[config.mk]
export PLATFORM = sky130hd
export DESIGN_NAME = alu_sequencer
export DESIGN_NICKNAME = d
export VERILOG_FILES = /design/src/rtl/alu_seq_pkg.sv /design/src/rtl/thirty_two_alu.sv /design/src/rtl/alu_sequencer.sv
export SDC_FILE = /design/constraint.sdc
export NUM_CORES = 1
export LEC_CHECK = 0
export CAP_MARGIN = 20
export CORE_MARGIN = 3
export CORE_UTILIZATION = 55
export CTS_BUF_LIST = sky130_fd_sc_hd__clkbuf_4
export DETAILED_ROUTE_END_ITERATION = 12
export PLACE_DENSITY = 0.78
export SLEW_MARGIN = 20
export SYNTH_ARGS = -nofsm -noshare
export SYNTH_HDL_FRONTEND = slang
export SYNTH_SLANG_ARGS = --single-unit
[constraint.sdc]
create_clock -name clk -period 18.2 [get_ports clk]
set_input_delay 3.64 -clock clk [delete_from_list [all_inputs] [get_ports clk]]
set_output_delay 3.64 -clock clk [all_outputs]
set_load 0.05 [all_outputs]
[src/rtl/alu_seq_pkg.sv]
// Shared opcodes, FSM state encoding and ALU control words for the ALU sequencer.
package alu_seq_pkg;

   localparam logic [2:0] OP_AND = 3'd0;
   localparam logic [2:0] OP_OR  = 3'd1;
   localparam logic [2:0] OP_ADD = 3'd2;
   localparam logic [2:0] OP_SUB = 3'd3;
   localparam logic [2:0] OP_SLT = 3'd4;
   localparam logic [2:0] OP_MUL = 3'd5;

   localparam int MUL_ITER = 32;
   localparam int CNT_W    = 5;
   localparam logic [CNT_W-1:0] LAST_ITER = CNT_W'(MUL_ITER - 1);

   typedef enum logic [1:0] {
      S_IDLE = 2'd0,
      S_EXEC = 2'd1,
      S_MUL  = 2'd2,
      S_DONE = 2'd3
   } state_t;

   // Field order gives the literal encoding {op1, op2, sub, cin}
   typedef struct packed {
      logic op1;
      logic op2;
      logic sub;
      logic cin;
   } alu_ctrl_t;

   localparam alu_ctrl_t CTRL_AND = alu_ctrl_t'(4'b0000);
   localparam alu_ctrl_t CTRL_OR  = alu_ctrl_t'(4'b0100);
   localparam alu_ctrl_t CTRL_ADD = alu_ctrl_t'(4'b1000);
   localparam alu_ctrl_t CTRL_SUB = alu_ctrl_t'(4'b1011);

   function automatic alu_ctrl_t ctrl_for_op(input logic [2:0] op);
      case (op)
         OP_OR:          return CTRL_OR;
         OP_ADD:         return CTRL_ADD;
         OP_SUB, OP_SLT: return CTRL_SUB;
         default:        return CTRL_AND;
      endcase
   endfunction

   function automatic logic op_legal(input logic [2:0] op);
      return op <= OP_MUL;
   endfunction

endpackage

[src/rtl/thirty_two_alu.sv]
// 32-bit ripple ALU: AND / OR / sum / less selected by {op1, op2}, with b-invert and carry-in.
module thirty_two_alu (
   input  logic [31:0] a,
   input  logic [31:0] b,
   input  logic        op1,
   input  logic        op2,
   input  logic        sub,
   input  logic        cin,
   input  logic        less,
   output logic [31:0] result,
   output logic        sum31,
   output logic        cout
);

   logic [32:0] carry;
   logic [31:0] b_eff;
   logic [31:0] sum;
   logic [31:0] less_v;

   assign carry[0] = cin;
   assign b_eff    = b ^ {32{sub}};
   assign less_v   = {31'b0, less};

   generate
      for (genvar gi = 0; gi < 32; gi++) begin : g_bit
         assign sum[gi]       = a[gi] ^ b_eff[gi] ^ carry[gi];
         assign carry[gi + 1] = (a[gi] & b_eff[gi]) | (carry[gi] & (a[gi] ^ b_eff[gi]));
         assign result[gi]    = op1 ? (op2 ? less_v[gi] : sum[gi])
                                    : (op2 ? (a[gi] | b_eff[gi]) : (a[gi] & b_eff[gi]));
      end
   endgenerate

   assign sum31 = sum[31];
   assign cout  = carry[32];

endmodule

[src/rtl/alu_sequencer.sv]
// Single-command ALU sequencer: one-cycle logic/arith ops and a 32-cycle shift-add multiply
// sharing one ripple ALU, with a valid/ready command and response handshake.
module alu_sequencer
   import alu_seq_pkg::*;
(
   input  logic        clk,
   input  logic        reset,
   input  logic        cmd_valid,
   output logic        cmd_ready,
   input  logic [2:0]  cmd_op,
   input  logic [31:0] cmd_a,
   input  logic [31:0] cmd_b,
   output logic        rsp_valid,
   input  logic        rsp_ready,
   output logic [31:0] rsp_result,
   output logic        rsp_zero,
   output logic        rsp_cout,
   output logic        rsp_err,
   output logic        busy
);

   state_t            state_reg, state_next;
   logic [2:0]        op_reg;
   logic [31:0]       a_reg;
   logic [31:0]       b_reg;
   logic [31:0]       acc_reg;
   logic [CNT_W-1:0]  count_reg;
   logic [31:0]       result_reg;
   logic              zero_reg, cout_reg, err_reg;

   alu_ctrl_t         ctrl;
   logic [31:0]       alu_a, alu_b, alu_result;
   logic              alu_sum31, alu_cout;
   logic              lt;
   logic [31:0]       exec_result;
   logic [31:0]       acc_next;
   logic              last_iter;

   always_ff @(posedge clk or posedge reset) begin
      if (reset) state_reg <= S_IDLE;
      else       state_reg <= state_next;
   end

   assign last_iter = (count_reg == LAST_ITER);

   always_comb begin
      state_next = state_reg;
      case (state_reg)
         S_IDLE: if (cmd_valid) state_next = (cmd_op == OP_MUL) ? S_MUL : S_EXEC;
         S_EXEC: state_next = S_DONE;
         S_MUL:  if (last_iter) state_next = S_DONE;
         S_DONE: if (rsp_ready) state_next = S_IDLE;
         default: state_next = S_IDLE;
      endcase
   end

   // In MUL the ALU accumulates: acc + shifted multiplicand
   always_comb begin
      ctrl  = CTRL_AND;
      alu_a = a_reg;
      alu_b = b_reg;
      case (state_reg)
         S_EXEC: ctrl = ctrl_for_op(op_reg);
         S_MUL: begin
            ctrl  = CTRL_ADD;
            alu_a = acc_reg;
            alu_b = a_reg;
         end
         default: ;
      endcase
   end

   thirty_two_alu u_alu (
      .a      (alu_a),
      .b      (alu_b),
      .op1    (ctrl.op1),
      .op2    (ctrl.op2),
      .sub    (ctrl.sub),
      .cin    (ctrl.cin),
      .less   (1'b0),
      .result (alu_result),
      .sum31  (alu_sum31),
      .cout   (alu_cout)
   );

   // Signed less-than from operand signs and the subtraction sign bit, overflow-safe
   assign lt = (a_reg[31] & ~b_reg[31]) | (~(a_reg[31] ^ b_reg[31]) & alu_sum31);

   always_comb begin
      exec_result = 32'd0;
      case (op_reg)
         OP_AND, OP_OR, OP_ADD, OP_SUB: exec_result = alu_result;
         OP_SLT:                        exec_result = {31'b0, lt};
         default:                       exec_result = 32'd0;
      endcase
   end

   assign acc_next = b_reg[0] ? alu_result : acc_reg;

   always_ff @(posedge clk or posedge reset) begin
      if (reset) begin
         op_reg     <= 3'd0;
         a_reg      <= 32'd0;
         b_reg      <= 32'd0;
         acc_reg    <= 32'd0;
         count_reg  <= '0;
         result_reg <= 32'd0;
         zero_reg   <= 1'b0;
         cout_reg   <= 1'b0;
         err_reg    <= 1'b0;
      end else begin
         case (state_reg)
            S_IDLE: begin
               if (cmd_valid) begin
                  op_reg    <= cmd_op;
                  a_reg     <= cmd_a;
                  b_reg     <= cmd_b;
                  acc_reg   <= 32'd0;
                  count_reg <= '0;
               end
            end
            S_EXEC: begin
               result_reg <= exec_result;
               zero_reg   <= (exec_result == 32'd0);
               cout_reg   <= op_legal(op_reg) ? alu_cout : 1'b0;
               err_reg    <= ~op_legal(op_reg);
            end
            S_MUL: begin
               acc_reg   <= acc_next;
               a_reg     <= a_reg << 1;
               b_reg     <= b_reg >> 1;
               count_reg <= count_reg + 1'b1;
               if (last_iter) begin
                  result_reg <= acc_next;
                  zero_reg   <= (acc_next == 32'd0);
                  cout_reg   <= 1'b0;
                  err_reg    <= 1'b0;
               end
            end
            default: ;
         endcase
      end
   end

   assign cmd_ready  = (state_reg == S_IDLE);
   assign busy       = (state_reg != S_IDLE);
   assign rsp_valid  = (state_reg == S_DONE);
   assign rsp_result = result_reg;
   assign rsp_zero   = zero_reg;
   assign rsp_cout   = cout_reg;
   assign rsp_err    = err_reg;

endmodule

=== Word-level counts from Yosys, hierarchy flattened ===
Index checks and enable logic that the tools add are counted.

* Bitwise gates (word level): 200
* Reduce and logical (&&, ||, !) cells: 13
* Equality and inequality tests: 12
* Muxes and demuxes: 123
* Magnitude comparators: 1
* Add/subtract/negate cells: 1

{| class="wikitable"
|+ Operator list
! cell !! count
|-
| $pmux W32 S2 || 5
|-
| $mux W32 || 7
|-
| $mux W1 || 99
|-
| $and A1 B1 Y1 || 66
|-
| $or A1 B1 Y1 || 65
|-
| $xor A1 B1 Y1 || 65
|-
| $logic_not A32 Y1 || 2
|-
| $xor A32 B32 Y32 || 1
|-
| $pmux W4 S3 || 1
|-
| $pmux W5 S2 || 1
|-
| $mux W2 || 4
|-
| $pmux W2 S4 || 1
|-
| $pmux W4 S2 || 1
|-
| $eq A3 B2 Y1 const B || 2
|-
| $eq A3 B3 Y1 const B || 2
|-
| $pmux W1 S2 || 3
|-
| $reduce_and A2 Y1 || 3
|-
| $reduce_bool A2 Y1 || 3
|-
| $add A5 B1 Y5 const B || 1
|-
| $eq A5 B5 Y1 const B || 1
|-
| $mux W5 || 1
|-
| $eq A2 B2 Y1 const B || 2
|-
| $ne A2 B2 Y1 const B || 2
|-
| $reduce_or A4 Y1 || 1
|-
| other kinds (9) || 11
|}

* Bits of input ports: 71
* Output and inout bits: 38
* Register bits after elaboration: 141

=== Logic depth before layout (Yosys ltp) ===
* Depth in word-level cells: 75
* Depth in mapped cells: 48
* Depth with buffers taken out: 46

=== Hierarchy ===
A second synthesis with hierarchy kept.

* Cell total of the unflattened synthesis: 1037
* Area, all modules: 10291.1 sq um

{| class="wikitable"
|+ Modules (own cells, without submodules)
! module !! seq. area each (sq um) !! cells an instance !! area an instance (sq um) !! instances
|-
| alu_sequencer || 3528.4 || 759 || 7608.5 || 1
|-
| thirty_two_alu || 0.0 || 278 || 2682.6 || 1
|}

=== Least setup slack after synthesis ===
Ideal clock, no wire load.

* Path type: register to register
* From: reg state_reg[0]
* To: reg zero_reg, in the netlist rsp_zero
* Arrival time: 16.725 ns
* Setup slack: 1.411 ns
* Period minus slack after synthesis: 16.789 ns
* Data required time: 18.136 ns
* Path buffers: 3
* Stages on the path, launching flop included: 47
* Path through: dfrtp_1 > inv_1 > ha_1 > clkbuf_1 > clkbuf_1 > buf_1 > mux2i_1 > xnor2_1 > fa_1 > inv_1 > fa_1 > fa_1 > fa_1 > fa_1 > fa_1 > fa_1 > fa_1 > fa_1 > [... 11 more ...] > fa_1 > fa_1 > fa_1 > fa_1 > fa_1 > fa_1 > fa_1 > fa_1 > inv_1 > fa_1 > fa_1 > inv_1 > fa_1 > o22ai_1 > mux2_2 > or4_1 > nor4_1 > a21o_1

* Word-level cells in the longest chain between the ends: 73
* Elaborated cells between the ends (all ways): 303
* Classes of those cells: 3 x eq/ne; 103 x mux; 193 x bitwise; 4 x reduce/logical

{| class="wikitable"
|+ Ends and longest elaborated chain
! element !! RTL line !! RTL
|-
| start: declaration || alu_sequencer.sv:22 || <nowiki>state_t state_reg, state_next;</nowiki>
|-
| start signal: assignment || alu_sequencer.sv:41 || <nowiki>else state_reg <= state_next;</nowiki>
|-
| $eq A2 B2 Y1 / $eq A2 B1 Y1 (equally long branches) || alu_sequencer.sv:62, alu_sequencer.sv:112 ||
|-
| $pmux W4 S2 / $mux W32 (equally long branches) || alu_sequencer.sv:62 || <nowiki>case (state_reg)</nowiki>
|-
| $xor A32 B32 Y32 || thirty_two_alu.sv:21 || <nowiki>assign b_eff = b ^ {32{sub}};</nowiki>
|-
| $xor A1 B1 Y1 || thirty_two_alu.sv:26, thirty_two_alu.sv:27 ||
|-
| $and A1 B1 Y1 || thirty_two_alu.sv:27 || <nowiki>assign carry[gi + 1] = (a[gi] & b_eff[gi]) | (carry[gi] & (a[gi] ^ b_eff[gi]));</nowiki>
|-
| $or A1 B1 Y1 || thirty_two_alu.sv:27 ||
|-
| $and A1 B1 Y1 || thirty_two_alu.sv:27 ||
|-
| $or A1 B1 Y1 || thirty_two_alu.sv:27 ||
|-
| [... 56 more ...] || - ||
|-
| $and A1 B1 Y1 || thirty_two_alu.sv:27 ||
|-
| $or A1 B1 Y1 || thirty_two_alu.sv:27 ||
|-
| $xor A1 B1 Y1 || thirty_two_alu.sv:26 || <nowiki>assign sum[gi] = a[gi] ^ b_eff[gi] ^ carry[gi];</nowiki>
|-
| $mux W1 (2 in series) || thirty_two_alu.sv:28 || <nowiki>assign result[gi] = op1 ? (op2 ? less_v[gi] : sum[gi])</nowiki>
|-
| $mux W32 || alu_sequencer.sv:98 || <nowiki>assign acc_next = b_reg[0] ? alu_result : acc_reg;</nowiki>
|-
| $logic_not A32 Y1 || alu_sequencer.sv:135 || <nowiki>zero_reg <= (acc_next == 32'd0);</nowiki>
|-
| $mux W1 || alu_sequencer.sv:133 || <nowiki>if (last_iter) begin</nowiki>
|-
| $pmux W1 S2 || alu_sequencer.sv:112 || <nowiki>case (state_reg)</nowiki>
|-
| end signal: assignment || alu_sequencer.sv:124 || <nowiki>zero_reg <= (exec_result == 32'd0);</nowiki>
|-
| end signal: assignment || alu_sequencer.sv:135 ||
|-
| end: declaration || alu_sequencer.sv:29 || <nowiki>logic zero_reg, cout_reg, err_reg;</nowiki>
|}

Several ways; a longest one is shown, not always the timed one. The select of a mux whose other input is x is not followed.
A chain may end at the register's enable or synchronous reset.

=== Worst setup path after layout ===
* From: reg state_reg[1]
* To: reg zero_reg, in the netlist rsp_zero

The elaborated chain is that of the path after synthesis.

==> summary.md <==
| Metric | Value |
|---|---|
| Outcome | `complete, no violations` |
| Largest cells by area after synthesis | `dfrtp_1 (34%), mux2i_1 (8.8%), ha_1 (8.7%)` |
| GP Congestion | `0.970` |
| CP Capture Type | `flip-flop` |
| Die area | `roughly 0.020 mm2` |
| Crit-path max cell delay | `between 600 and 700 ps` |
| RSZ-0062 raised after global routing | `no` |
| DP Cell Count | `1391` |
| Largest area contributor in the netlist | `dfrtp_1` |
| Synth Area in Simple Gates | `0.107` |
| Row count | `49` |
| Post-synth design cell area | `0.0103 mm2` |
| XOR/XNOR Fraction of Synth Area | `0.0280` |
| Starting Density | `0.567` |
| Area of the multi-input gates | `~0.0062 mm2` |
| I/O Buffers | `108` |
| Reg clk slew, reported paths | `140 ps` |
| Routed WL per cell | `19.9 um` |
| Avg Cell Area, Syn | `9.27 um2` |
| Via count | `8689` |
| Skew-Pair Late Insertion Delay | `580 ps` |
| Total CTS buffers | `17` |
| Final cell count without fillers | `1424` |
| Number of H-tree levels | `4` |
| WP data arrival | `17900 ps` |
| CP Class | `reg -> reg` |
| Vias in the first global route | `8248` |
| GRT Util Overall | `0.280` |
| Post-CTS Setup Bufs | `0` |
| Final Skew | `25.1 ps` |
| Ys async rst share | `1.00` |
| CTS root buffer | `clkbuf_4` |
| Crit-path most repeated cell | `fa_1` |
| Ports | `109` |
| Max-cap violations | `0` |
| Flip-flop and latch count after synthesis | `141` |
| Register area share after synthesis | `0.342` |
| WP data required | `18740 ps` |
| Largest net degree at the start of global routing | `118` |
| Die Wd | `143 um` |
| Fin crit share | `0.954` |
| Post-synthesis compound-gate area fraction | `0.177` |
| Seq. cell area | `about 0.0035 mm2` |
| DP HPWL | `about 21000 um` |
| Nets | `1355` |
| Final Max Slew Viols | `0` |
| Via/cell ratio | `a little over 6` |
| Slew headroom | `0.269` |
| Mux contribution to synthesized area | `0.136` |
| CTS tree | `built` |
| Crit-path slowest cell | `fa_1` |
| Number of DRC markers in iteration 0 | `896` |
| Final wirelength | `about 28000 um` |
| Synthesized instance count | `1114` |
| Final setup viols | `0` |
| Post-synth EDFFs | `0` |
| Yosys cell types | `59` |
| Total gr overflow | `0` |
| Slew @ Worst Pin | `1100 ps` |
| Die height | `143 um` |
| Yosys top cell area share | `0.342` |
| Ys Warns | `0` |
| Syn Nets | `approximately 1300` |
| DRC | `0` |
| Initial antenna violation count | `1` |
| Core Footprint | `between 0.015 and 0.02 mm2` |
| Worst Setup Slack, final | `835 ps` |
| First-pass GRT wire length | `45000 um` |
| Area growth from synthesis to layout | `14.3%` |
| Commonest cells after routing, fill and taps aside | `dfrtp_1 (141), nand2_1 (109), o21ai_0 (109)` |
| Final hold violation count | `0` |
| Post-synth top flop | `dfrtp_1` |
| Adder-cell share of the synthesized area | `0.147` |
| Highest clock rate | `~58 MHz` |
| Remaining antenna violation count after routing | `0` |
| Drt first pass iters | `6` |
| HP Class | `reg -> reg` |
| Final Critical Period | `between 15000 and 20000 ps` |
| Fillers | `1504` |
| Share of cells above drive strength 1 | `0.0804` |
| Critical Path Start Type | `flip-flop` |
| Place WS | `849 ps` |
| Combinational family with the most area after synthesis | `compound AO/OA/AOI/OAI gates` |
| CTS Sinks | `between 100 and 150` |
| Critical Path Fanout Max | `30` |
| Hold_buf cts | `0` |
| Setup TNS | `0 ps` |
| Clock Path Buffers | `2` |
| Most common cell after layout, fill and taps aside | `dfrtp_1` |
| CTS resizes | `0` |
[layer usage]
| layer | part of all wire | routed length (um) | GRT usage | up-vias |
|---|---|---|---|---|
| li1 | - | - | - | 4043 |
| met1 | 0.46 | 13100 | 0.426 | 4100 |
| met2 | 0.41 | 11700 | 0.400 | 476 |
| met3 | 0.096 | 2730 | 0.0522 | 70 |
| met4 | 0.032 | 901 | 0.100 | 0 |
| met5 | 0 | 0 | 0 | - |
[cells in the mapped netlist (5+ instances only)]
cell type  number
a21oi_1        48
a22o_1         20
a22oi_1        25
a31oi_1         5
a32o_1          5
buf_1          10
buf_2          13
clkbuf_1       51
dfrtp_1       141
fa_1           31
ha_1           72
inv_1          89
mux2_2         44
mux2i_1        91
nand2_1       109
nand3_1         7
nand4_1         5
nor2_1         54
nor2b_1         8
nor3_1         29
nor4_1          9
o21ai_0       109
o22ai_1        43
o31a_1          5
xnor2_1        32
[metrics by stage]
stage / instance area, um2 / util / hold WS, ps
2_1_floorplan: 10300 / - / 459
3_3_place_gp: 11500 / 0.633 / 460
3_5_place_dp: 11500 / 0.633 / 471
4_1_cts: 11800 / 0.648 / 498
5_1_grt: 11800 / 0.648 / 518
6_report: 11800 / 0.648 / 492
[worst max-delay path: cells and delay by family, from the launching register on]
family	cells	cell delay, ps
compound gates	3	650
xor+xnor	1	210
fa+ha+maj	31	14170
buf+inv	5	850
flops	1	430
mux	1	330
simple gates	2	690
[cell type report]
| cell class | instances | area share |
|---|---|---|
| inverters | 90 | 0.0291 |
| clock inverters | 14 | 0.0108 |
| multi-input cells | 807 | 0.523 |
| diodes | 1 | 0.000212 |
| repair buffers | 124 | 0.102 |
| well taps | 229 | 0.0243 |
| flip-flops and latches | 141 | 0.299 |
| clock buffers | 18 | 0.0115 |
[path summary, 6_finish.rpt]
kind / endpoint / cells past startpoint / slack (ps) / start
setup / recovery: rsp_zero / 43 / 840 / state_reg[1]
hold / removal: rsp_result[9] / 2 / 490 / rsp_result[9]
setup reg to reg: rsp_zero / 43 / 840 / state_reg[1]
hold reg to reg: rsp_result[9] / 2 / 490 / rsp_result[9]
max in group asynchronous: rsp_result[29] / 3 / 13290 / reset
min in group asynchronous: b_reg[4] / 2 / 3500 / reset
[cells by family after synthesis]
group,count (synthesis)
compound gates,292
xor+xnor,33
flops,141
buf+inv,166
simple gates,244
fa+ha+maj,103
mux,135
Power is not shown: default switching activity piles up to over one toggle a cycle in this logic, so the estimate is an artifact.
